File: src/rtl/cpu_ctrl_pkg.sv
// ============================================================================
// cpu_ctrl_pkg : shared encodings for the CPU run/halt/step sequencer
// Rev 1.0
// ============================================================================
`default_nettype none

package cpu_ctrl_pkg;

  typedef enum logic [1:0] {
    ST_HALT  = 2'b00,
    ST_RUN   = 2'b01,
    ST_STEP  = 2'b10,
    ST_BREAK = 2'b11
  } state_e;

  localparam logic [3:0] HALT_OP = 4'hF;

endpackage

`default_nettype wire

File: src/rtl/btn_debounce.sv
// ============================================================================
// btn_debounce : 2-flop synchroniser, stable-level filter, rising-edge pulse
// Rev 1.0
// ============================================================================
`default_nettype none

module btn_debounce #(
  parameter int DebCnt = 1000000
) (
  input  logic Clk100MHz,
  input  logic Clr,
  input  logic BtnIn,
  output logic Rise
);

  localparam int            CW       = $clog2(DebCnt + 1);
  localparam logic [CW-1:0] CNT_LAST = CW'(DebCnt - 1);

  logic          sync1_q;
  logic          sync2_q;
  logic          stable_q;
  logic          rise_q;
  logic [CW-1:0] cnt_q;

  // cnt_q holds how many consecutive synchronised samples have disagreed with stable_q
  always_ff @(posedge Clk100MHz) begin
    if (!Clr) begin
      sync1_q  <= 1'b0;
      sync2_q  <= 1'b0;
      stable_q <= 1'b0;
      rise_q   <= 1'b0;
      cnt_q    <= '0;
    end else begin
      sync1_q <= BtnIn;
      sync2_q <= sync1_q;
      rise_q  <= 1'b0;
      if (sync2_q == stable_q) begin
        cnt_q <= '0;
      end else if (cnt_q == CNT_LAST) begin
        stable_q <= sync2_q;
        rise_q   <= sync2_q;
        cnt_q    <= '0;
      end else begin
        cnt_q <= cnt_q + CW'(1);
      end
    end
  end

  assign Rise = rise_q;

endmodule

`default_nettype wire

File: src/rtl/cpu_run_ctrl.sv
// ============================================================================
// cpu_run_ctrl : run/halt/single-step/breakpoint gate for the datapath Cen
// Rev 1.0
// ============================================================================
`default_nettype none

module cpu_run_ctrl
  import cpu_ctrl_pkg::*;
#(
  parameter int         DebCnt = 1000000,
  parameter logic [3:0] HaltOp = HALT_OP,
  parameter int         CntW   = 16
) (
  input  logic            Clk100MHz,
  input  logic            Clr,
  input  logic            Tick,
  input  logic            RunSw,
  input  logic            StepBtn,
  input  logic            BrkEn,
  input  logic [7:0]      BrkAddr,
  input  logic [7:0]      PC,
  input  logic [3:0]      Opcode,
  output logic            CpuCen,
  output logic            Halted,
  output logic [1:0]      State,
  output logic [CntW-1:0] InstrCount
);

  state_e            state_q, state_d;
  logic              pend_q, pend_d;
  logic [CntW-1:0]   cnt_q;
  logic              step_rise;
  logic              brk_hit;
  logic              cen;

  btn_debounce #(.DebCnt(DebCnt)) u_step_deb (
    .Clk100MHz (Clk100MHz),
    .Clr       (Clr),
    .BtnIn     (StepBtn),
    .Rise      (step_rise)
  );

  assign brk_hit = (BrkEn && (PC == BrkAddr)) || (Opcode == HaltOp);

  always_comb begin
    cen = 1'b0;
    if (Clr) begin
      case (state_q)
        ST_RUN:  cen = Tick && !brk_hit;
        ST_STEP: cen = Tick;
        default: cen = 1'b0;
      endcase
    end
  end

  always_comb begin
    state_d = state_q;
    case (state_q)
      ST_HALT: begin
        if (pend_q)     state_d = ST_STEP;
        else if (RunSw) state_d = ST_RUN;
      end
      ST_RUN: begin
        if (!RunSw)                state_d = ST_HALT;
        else if (Tick && brk_hit)  state_d = ST_BREAK;
      end
      ST_STEP: begin
        if (Tick) state_d = ST_HALT;
      end
      ST_BREAK: begin
        if (pend_q)      state_d = ST_STEP;
        else if (!RunSw) state_d = ST_HALT;
      end
      default: state_d = ST_HALT;
    endcase
  end

  // A press seen while running is consumed without effect
  always_comb begin
    pend_d = pend_q;
    if ((state_d == ST_STEP) && (state_q != ST_STEP)) pend_d = 1'b0;
    if (step_rise) pend_d = (state_q != ST_RUN);
  end

  always_ff @(posedge Clk100MHz) begin
    if (!Clr) begin
      state_q <= ST_HALT;
      pend_q  <= 1'b0;
      cnt_q   <= '0;
    end else begin
      state_q <= state_d;
      pend_q  <= pend_d;
      if (cen) cnt_q <= cnt_q + CntW'(1);
    end
  end

  assign CpuCen     = cen;
  assign Halted     = (state_q == ST_HALT) || (state_q == ST_BREAK);
  assign State      = state_q;
  assign InstrCount = cnt_q;

endmodule

`default_nettype wire

File: config.mk
export PLATFORM = sky130hd
export DESIGN_NAME = cpu_run_ctrl
export DESIGN_NICKNAME = d
export VERILOG_FILES = /design/src/rtl/cpu_ctrl_pkg.sv /design/src/rtl/btn_debounce.sv /design/src/rtl/cpu_run_ctrl.sv
export SDC_FILE = /design/constraint.sdc
export NUM_CORES = 1
export LEC_CHECK = 0
export ABC_CLOCK_PERIOD_IN_PS = 1700
export CAP_MARGIN = 10
export CORE_MARGIN = 1
export CORE_UTILIZATION = 45
export CTS_BUF_LIST = sky130_fd_sc_hd__clkbuf_8
export CTS_CLUSTER_DIAMETER = 150
export DETAILED_ROUTE_END_ITERATION = 12
export PLACE_DENSITY = 0.78
export SLEW_MARGIN = 40
export SYNTH_ARGS = -nofsm -noshare
export SYNTH_HDL_FRONTEND = slang
export SYNTH_HIERARCHICAL = 1
export SYNTH_SLANG_ARGS = --single-unit
File: constraint.sdc
create_clock -name Clk100MHz -period 1.7 [get_ports Clk100MHz]
set_input_delay 0.34 -clock Clk100MHz [delete_from_list [all_inputs] [get_ports Clk100MHz]]
set_output_delay 0.34 -clock Clk100MHz [all_outputs]
set_load 0.02 [all_outputs]
==> results.toml, run 1 <==
[run_status]
violations = "setup timing"
status = "finished with violations"

[yosys]
synth_flop_cell = "dfxtp_1"
yosys.area_share.simple_pct = 27.9
synth.area.mux_share_pct = 0.445
synth.distinct_cells = 49
synth_edf_count = 0
synth_top_area_cell = "dfxtp_1"
yosysWarnings = 6
synthesis.nets = 289
synth_xor_area_share_pct = 9.35
async_flop_share_pct = 0
synth_area_sq_mm = 0.00225
synthAdderAreaFrac_pct = 3.34
synth-seq-area-share_pct = 38.3
synth_compound_area_share_pct = 17.1
yosysTopAreaCellShare_pct = 38.3
synth_area_per_cell_sq_um = 8.75
netlist_instances = 257
synthTopCellsByArea = "dfxtp_1, xor2_1, a21oi_1"
synthTopCellsByCount = "dfxtp_1, nor2_1, a21oi_1"
synth_seq_cells = 43
synth_top_family_by_area = "simple AND/OR/NAND/NOR gates"
synth_most_common_cell = "dfxtp_1"

[setup_path]
crit_family = "simple AND/OR/NAND/NOR gates"
cp-end-kind = "register"
cp_max_fo = 20
critPathSlowestCell = "or4_4"
cp.arrival_ns = 2.08
crit_chain = "or4_4, or4_4, o211ai_4, buf_12, a21oi_1"
cpMostUsedCell = "or4_4"
criticalPathCategory = "register to register"
slowest_delay_ns = 0.54
worstPathRequired_ns = 1.88
path_buf_inv = 1
start_kind = "register"

[grt]
first_global_vias = 2228
grt_overflow = 0
grt_max_degree = 21
grt_pass1_wl_um = 9740
antenna_found_initial = 0
gr-usage-all-layers_pct = 23.8

[cells_and_area]
fin_util_pct = 72.6
final_net_count = 389
num_antenna_cells = 0
drive_gt1_share_pct = 36.6
stdcell_count = 425
area_growth_pct = 53.5

[detailed_routing]
vias = 2319
wire_per_inst_um = 14.7
finalWirelength_um = 6250
drc_errors = 0
drt_iter0_drc = 108
routed_via_density = 5.46
drtPass1Iterations = 4
drtAntennaViolNets = 0

[power_and_ir_drop]
power_leakage_uw = 0.00138
power_density_mw_per_mm2 = 551
ir_drop_mv = 0.481

[floorplan]
ios = 46
dieArea_sq_mm = 0.00528
coreArea_sq_mm = 0.00475
start_util_pct = 47.3
die_x_um = 72.7
die_h_um = 72.7
rows = 25

[timing]
skew_ns = 0.0134
fin_ws_ns = -0.207
relSlewSlack_pct = 72.4
min_period_ns = 1.91
clock.fmax_mhz = 525
setup-violations-final = 31
hold_violations = 0
slew_viol_final = 0
fin_hold_ws_ns = 0.446
min_period_over_period_pct = 112
rsz0062_at_grt = "yes"
worst_pin_slew_ns = 0.413

[cts]
clkSinkCount = 43
insertion_delay_ns = 0.30
cts_root_buffer = "clkbuf_8"
tritoncts = "built"
htreeDepth = 2
ctsHoldBuffers = 0
cts_made_buffers = 5
cts_buffer_depth = 2
cts.clk_slew.worst_paths_ns = 0.08

[placed_design]
port_buffers = 45
dpl_worst_slack_ns = -1.08
place.gp.congestion = 0.801
place_inst = 406
dp_hpwl_um = 4110

[flow_run]
drv_cap = 0

[min_path]
min_path_type = "register to register"
==> through the flow <==
stage	setup TNS, ns	power [uW]	area, sq um
after floorplan	-2.00	1130	2290
after global placement	-14.55	1270	3110
after detailed placement	-16.58	1270	3110
after CTS	-4.32	1900	3370
after global routing	-6.38	1980	3450
final	-4.92	1900	3450
==> routing by layer <==
| metal | vias to the layer above | part of all wire, % | GRT usage, % |
|---|---|---|---|
| met4 | 0 | 2.3 | 8.28 |
| met1 | 1102 | 43 | 28.0 |
| li1 | 1140 | - | - |
| met3 | 13 | 3.8 | 5.52 |
| met5 | - | 0 | 0 |
| met2 | 64 | 51 | 42.2 |
==> sequential cells by signal (all words and copies together), names as in the netlist <==
name	flops
u_step_deb/cnt_q	20
u_step_deb/Rise	1
State	2
InstrCount	16
pend_q	1
u_step_deb/stable_q	1
u_step_deb/sync1_q	1
u_step_deb/sync2_q	1
==> final cells by class <==
class,count,area (sq um)
clock inverter,3,11.3
fill,361,1300
sequential,43,877
inverter,11,51.3
multi-input combinational,198,1510
clock buffer,5,68.8
tap,67,83.8
timing repair buffer,98,846
==> power breakdown <==
part / switching [uW] / leakage [uW] / internal (uW) / total [uW]
Clock: 333 / 0.0000519 / 274 / 607
Sequential: 7.79 / 0.000352 / 1010 / 1020
Combinational: 129 / 0.000972 / 147 / 275
==> cell usage in the layout (no fill, tap or decap), types with 2 or more instances in the layout <==
| cell | synthesis | layout |
|---|---|---|
| nand2_1 | 19 | 18 |
| dlymetal6s2s_1 | 0 | 6 |
| nand3_1 | 18 | 17 |
| clkbuf_8 | 0 | 5 |
| or4_4 | 1 | 10 |
| inv_4 | 1 | 2 |
| nor2_1 | 25 | 24 |
| o31ai_2 | 0 | 2 |
| a21oi_2 | 1 | 9 |
| and3_2 | 2 | 2 |
| o31ai_1 | 12 | 10 |
| nor4_1 | 4 | 4 |
| o21ai_0 | 9 | 7 |
| dfxtp_2 | 0 | 7 |
| xnor2_1 | 10 | 9 |
| buf_6 | 2 | 10 |
| xor2_1 | 14 | 13 |
| clkdlybuf4s15_1 | 0 | 4 |
| dlygate4sd2_1 | 0 | 12 |
| and2_1 | 4 | 3 |
| o211ai_1 | 2 | 2 |
| dfxtp_4 | 0 | 2 |
| or3_1 | 5 | 5 |
| clkdlybuf4s50_1 | 0 | 11 |
| inv_1 | 10 | 11 |
| ha_4 | 0 | 3 |
| or4_1 | 12 | 3 |
| ha_1 | 6 | 3 |
| buf_4 | 0 | 45 |
| dfxtp_1 | 43 | 34 |
| a21oi_1 | 20 | 12 |
| buf_2 | 2 | 8 |
| o21ai_1 | 0 | 2 |
| nand4_1 | 5 | 5 |
==> worst paths after layout <==
kind,startpoint,endpoint,slack [ns],cells past startpoint
worst min register to register,u_step_deb/sync1_q,u_step_deb/sync2_q,0.45,1
worst min-delay path,u_step_deb/sync1_q,u_step_deb/sync2_q,0.45,1
worst max register to register,u_step_deb/cnt_q[7],u_step_deb/cnt_q[18],-0.21,5
worst max-delay path,u_step_deb/cnt_q[7],u_step_deb/cnt_q[18],-0.21,5
==> repair_timing <==
action / CTS / global route
setup endpoints to repair: 46 / 41
gates cloned: 0 / 0
buffers inserted: 14 / 1
pin swaps: 30 / 11
resized for setup: 98 / 23
==> cell families after synthesis <==
family                     Yosys count
xor gates and xnor gates            24
muxes                                1
DFF                                 43
and+or+nand+nor                    110
AOI/OAI and AO/OA                   57
buffers and inverters               16
adders and majority gates            6
Power figures use the tool's default switching activity.
==> inputs of run 2 (changes only) <==
--- a/config.mk
+++ b/config.mk
@@ -5,14 +5,14 @@
 export SDC_FILE = /design/constraint.sdc
 export NUM_CORES = 1
 export LEC_CHECK = 0
-export ABC_CLOCK_PERIOD_IN_PS = 1700
 export CAP_MARGIN = 10
 export CORE_MARGIN = 1
 export CORE_UTILIZATION = 45
 export CTS_BUF_LIST = sky130_fd_sc_hd__clkbuf_8
 export CTS_CLUSTER_DIAMETER = 150
 export DETAILED_ROUTE_END_ITERATION = 12
-export PLACE_DENSITY = 0.78
+export DONT_BUFFER_PORTS = 1
+export PLACE_DENSITY = 0.66
 export SLEW_MARGIN = 40
 export SYNTH_ARGS = -nofsm -noshare
 export SYNTH_HDL_FRONTEND = slang
==> run 2 against run 1 <==
Against the previous run: worst hold slack worse by 0.28 ns; clock power up 55%; largest cell class unchanged; global-route usage down 2.5 points; routed wire length down 11%; highest routed layer unchanged; via count down 7.6%; core utilization down 6.8 points; power up 13%; the run still ends with setup timing left; largest power group unchanged.
==> results.toml, run 2 (synthesis results as in run 1) <==
[detailed_routing]
drt_iter0_drc = 122
routed_via_density = 5.60
vias = 2143
drtPass1Iterations = 4
finalWirelength_um = 5560
wire_per_inst_um = 14.5
drc_errors = 0
drtAntennaViolNets = 0

[grt]
grt_overflow = 0
antenna_found_initial = 0
gr-usage-all-layers_pct = 21.3
first_global_vias = 1937
grt_busiest_layer = "met2"
grt_use_met3_pct = 3.59
grt_pass1_wl_um = 8740
grt_max_degree = 17
grt_use_met2_pct = 33.7
use_met1_pct = 29.0

[cells_and_area]
stdcell_count = 383
layout_commonest_cell = "buf_4"
drive_gt1_share_pct = 37.3
finish.instance_area_sq_mm = 0.00313
largest_reg_flops = 20
final_cell_mix = "buf_4, dfxtp_1, nor2_1"
final_net_count = 347
area_growth_pct = 39.2
regMostFlops = "u_step_deb/cnt_q"
layout.filler_cells = 394
num_antenna_cells = 0
fin_util_pct = 65.8

[timing]
skew_ns = 0.00585
min_period_over_period_pct = 110
fin_ws_ns = -0.172
setup-violations-final = 28
worst_pin_slew_ns = 0.604
hold_violations = 0
relSlewSlack_pct = 59.7
min_period_ns = 1.87
rsz0062_at_grt = "yes"
slew_viol_final = 0
clock.fmax_mhz = 534

[placed_design]
place_inst = 369
dpl_worst_slack_ns = -0.165
place.gp.congestion = 0.762
dp_hpwl_um = 3670
port_buffers = 0
place_area_sq_mm = 0.00272

[power_and_ir_drop]
power_density_mw_per_mm2 = 686
ir_drop_mv = 0.555
total_power_uw = 2150
power_leakage_uw = 0.00110

[cts]
cts_made_buffers = 5
clkSinkCount = 43
ctsHoldBuffers = 0
cts_root_buffer = "clkbuf_8"
htreeDepth = 2
cts_buffer_depth = 2
cts.clk_slew.worst_paths_ns = 0.08
tritoncts = "built"
insertion_delay_ns = 0.30

[floorplan]
start_util_pct = 47.3
ios = 46
die_h_um = 72.7
die_x_um = 72.7
dieArea_sq_mm = 0.00528
coreArea_sq_mm = 0.00475
rows = 25

[setup_path]
start_kind = "register"
ff2ff_path_depth = 5
worstPathRequired_ns = 1.88
criticalPathCategory = "register to register"
cp_max_fo = 4
cp-end-kind = "register"
cp.arrival_ns = 2.05

[flow_run]
drv_cap = 0

[min_path]
min_path_type = "primary input to register"
whs_path_depth = 1

[run_status]
status = "finished with violations"
violations = "setup timing"
-- run 2: cell count changes in the layout (fill, tap and decap cells not counted), sizes merged --
cell / change
dlymetal6s2s: -6
clkdlybuf4s50: -11
buf: -8
bufinv: +2
clkbuf: -1
dlygate4sd2: -12
inv: -2
clkdlybuf4s15: -4
-- run 2: repair_timing --
action / CTS / global route
endpoints found under the setup margin: 30 / 36
gates cloned: 1 / 0
pin swaps: 17 / 10
gates resized for setup: 25 / 21
setup buffers: 3 / 2
-- run 2: where the power goes --
part | internal [uW] | total (uW) | leakage [uW] | switching, uW
Clock | 581 | 940 | 0.0000695 | 359
Sequential | 1010 | 1020 | 0.000352 | 8.40
Combinational | 87.5 | 186 | 0.000680 | 98.6
-- run 2: worst max-delay path: stages (launching register included) --
cell and delay, ns:
dfxtp_2 0.32, or4_4 0.52, or4_4 0.45, o211ai_4 0.24, buf_4 0.18, a21oi_1 0.04
-- run 2: cell type report --
| class | count | area [sq um] | area share (%) |
|---|---|---|---|
| Clock buffer | 5 | 68.8 | 2.20 |
| Sequential cell | 43 | 877 | 28.0 |
| Multi-Input combinational cell | 198 | 1500 | 47.9 |
| Timing Repair Buffer | 56 | 483 | 15.4 |
| Inverter | 11 | 53.8 | 1.72 |
| Tap cell | 67 | 83.8 | 2.68 |
| Clock inverter | 3 | 63.8 | 2.04 |
-- run 2: per-stage QoR --
stage | TNS (ns) | hold slack, ns
floorplan | -2.00 | 0.412
global placement | -4.14 | 0.421
detailed placement | -4.89 | 0.426
CTS | -2.94 | 0.157
global route | -5.27 | 0.165
finish | -3.65 | 0.167
-- run 2: worst paths after layout --
path	start	slack [ns]	end
hold / removal	Clr	0.17	State[0]
hold reg to reg	u_step_deb/sync1_q	0.44	u_step_deb/sync2_q
setup / recovery	u_step_deb/cnt_q[7]	-0.17	u_step_deb/cnt_q[13]
setup reg to reg	u_step_deb/cnt_q[7]	-0.17	u_step_deb/cnt_q[13]
-- run 2: layer usage --
metal  wire length [um]  vias up
li1                   -     1055
met1               2500     1030
met2               2770       54
met3                228        4
met4                 56        0
met5                  0        -
==> inputs of run 3 (changes only) <==
--- a/config.mk
+++ b/config.mk
@@ -11,8 +11,7 @@
 export CTS_BUF_LIST = sky130_fd_sc_hd__clkbuf_8
 export CTS_CLUSTER_DIAMETER = 150
 export DETAILED_ROUTE_END_ITERATION = 12
-export DONT_BUFFER_PORTS = 1
-export PLACE_DENSITY = 0.66
+export PLACE_DENSITY = 0.78
 export SLEW_MARGIN = 40
 export SYNTH_ARGS = -nofsm -noshare
 export SYNTH_HDL_FRONTEND = slang
==> results of run 3 <==
Final layout, timing and power as in run 1 (identical DEF).
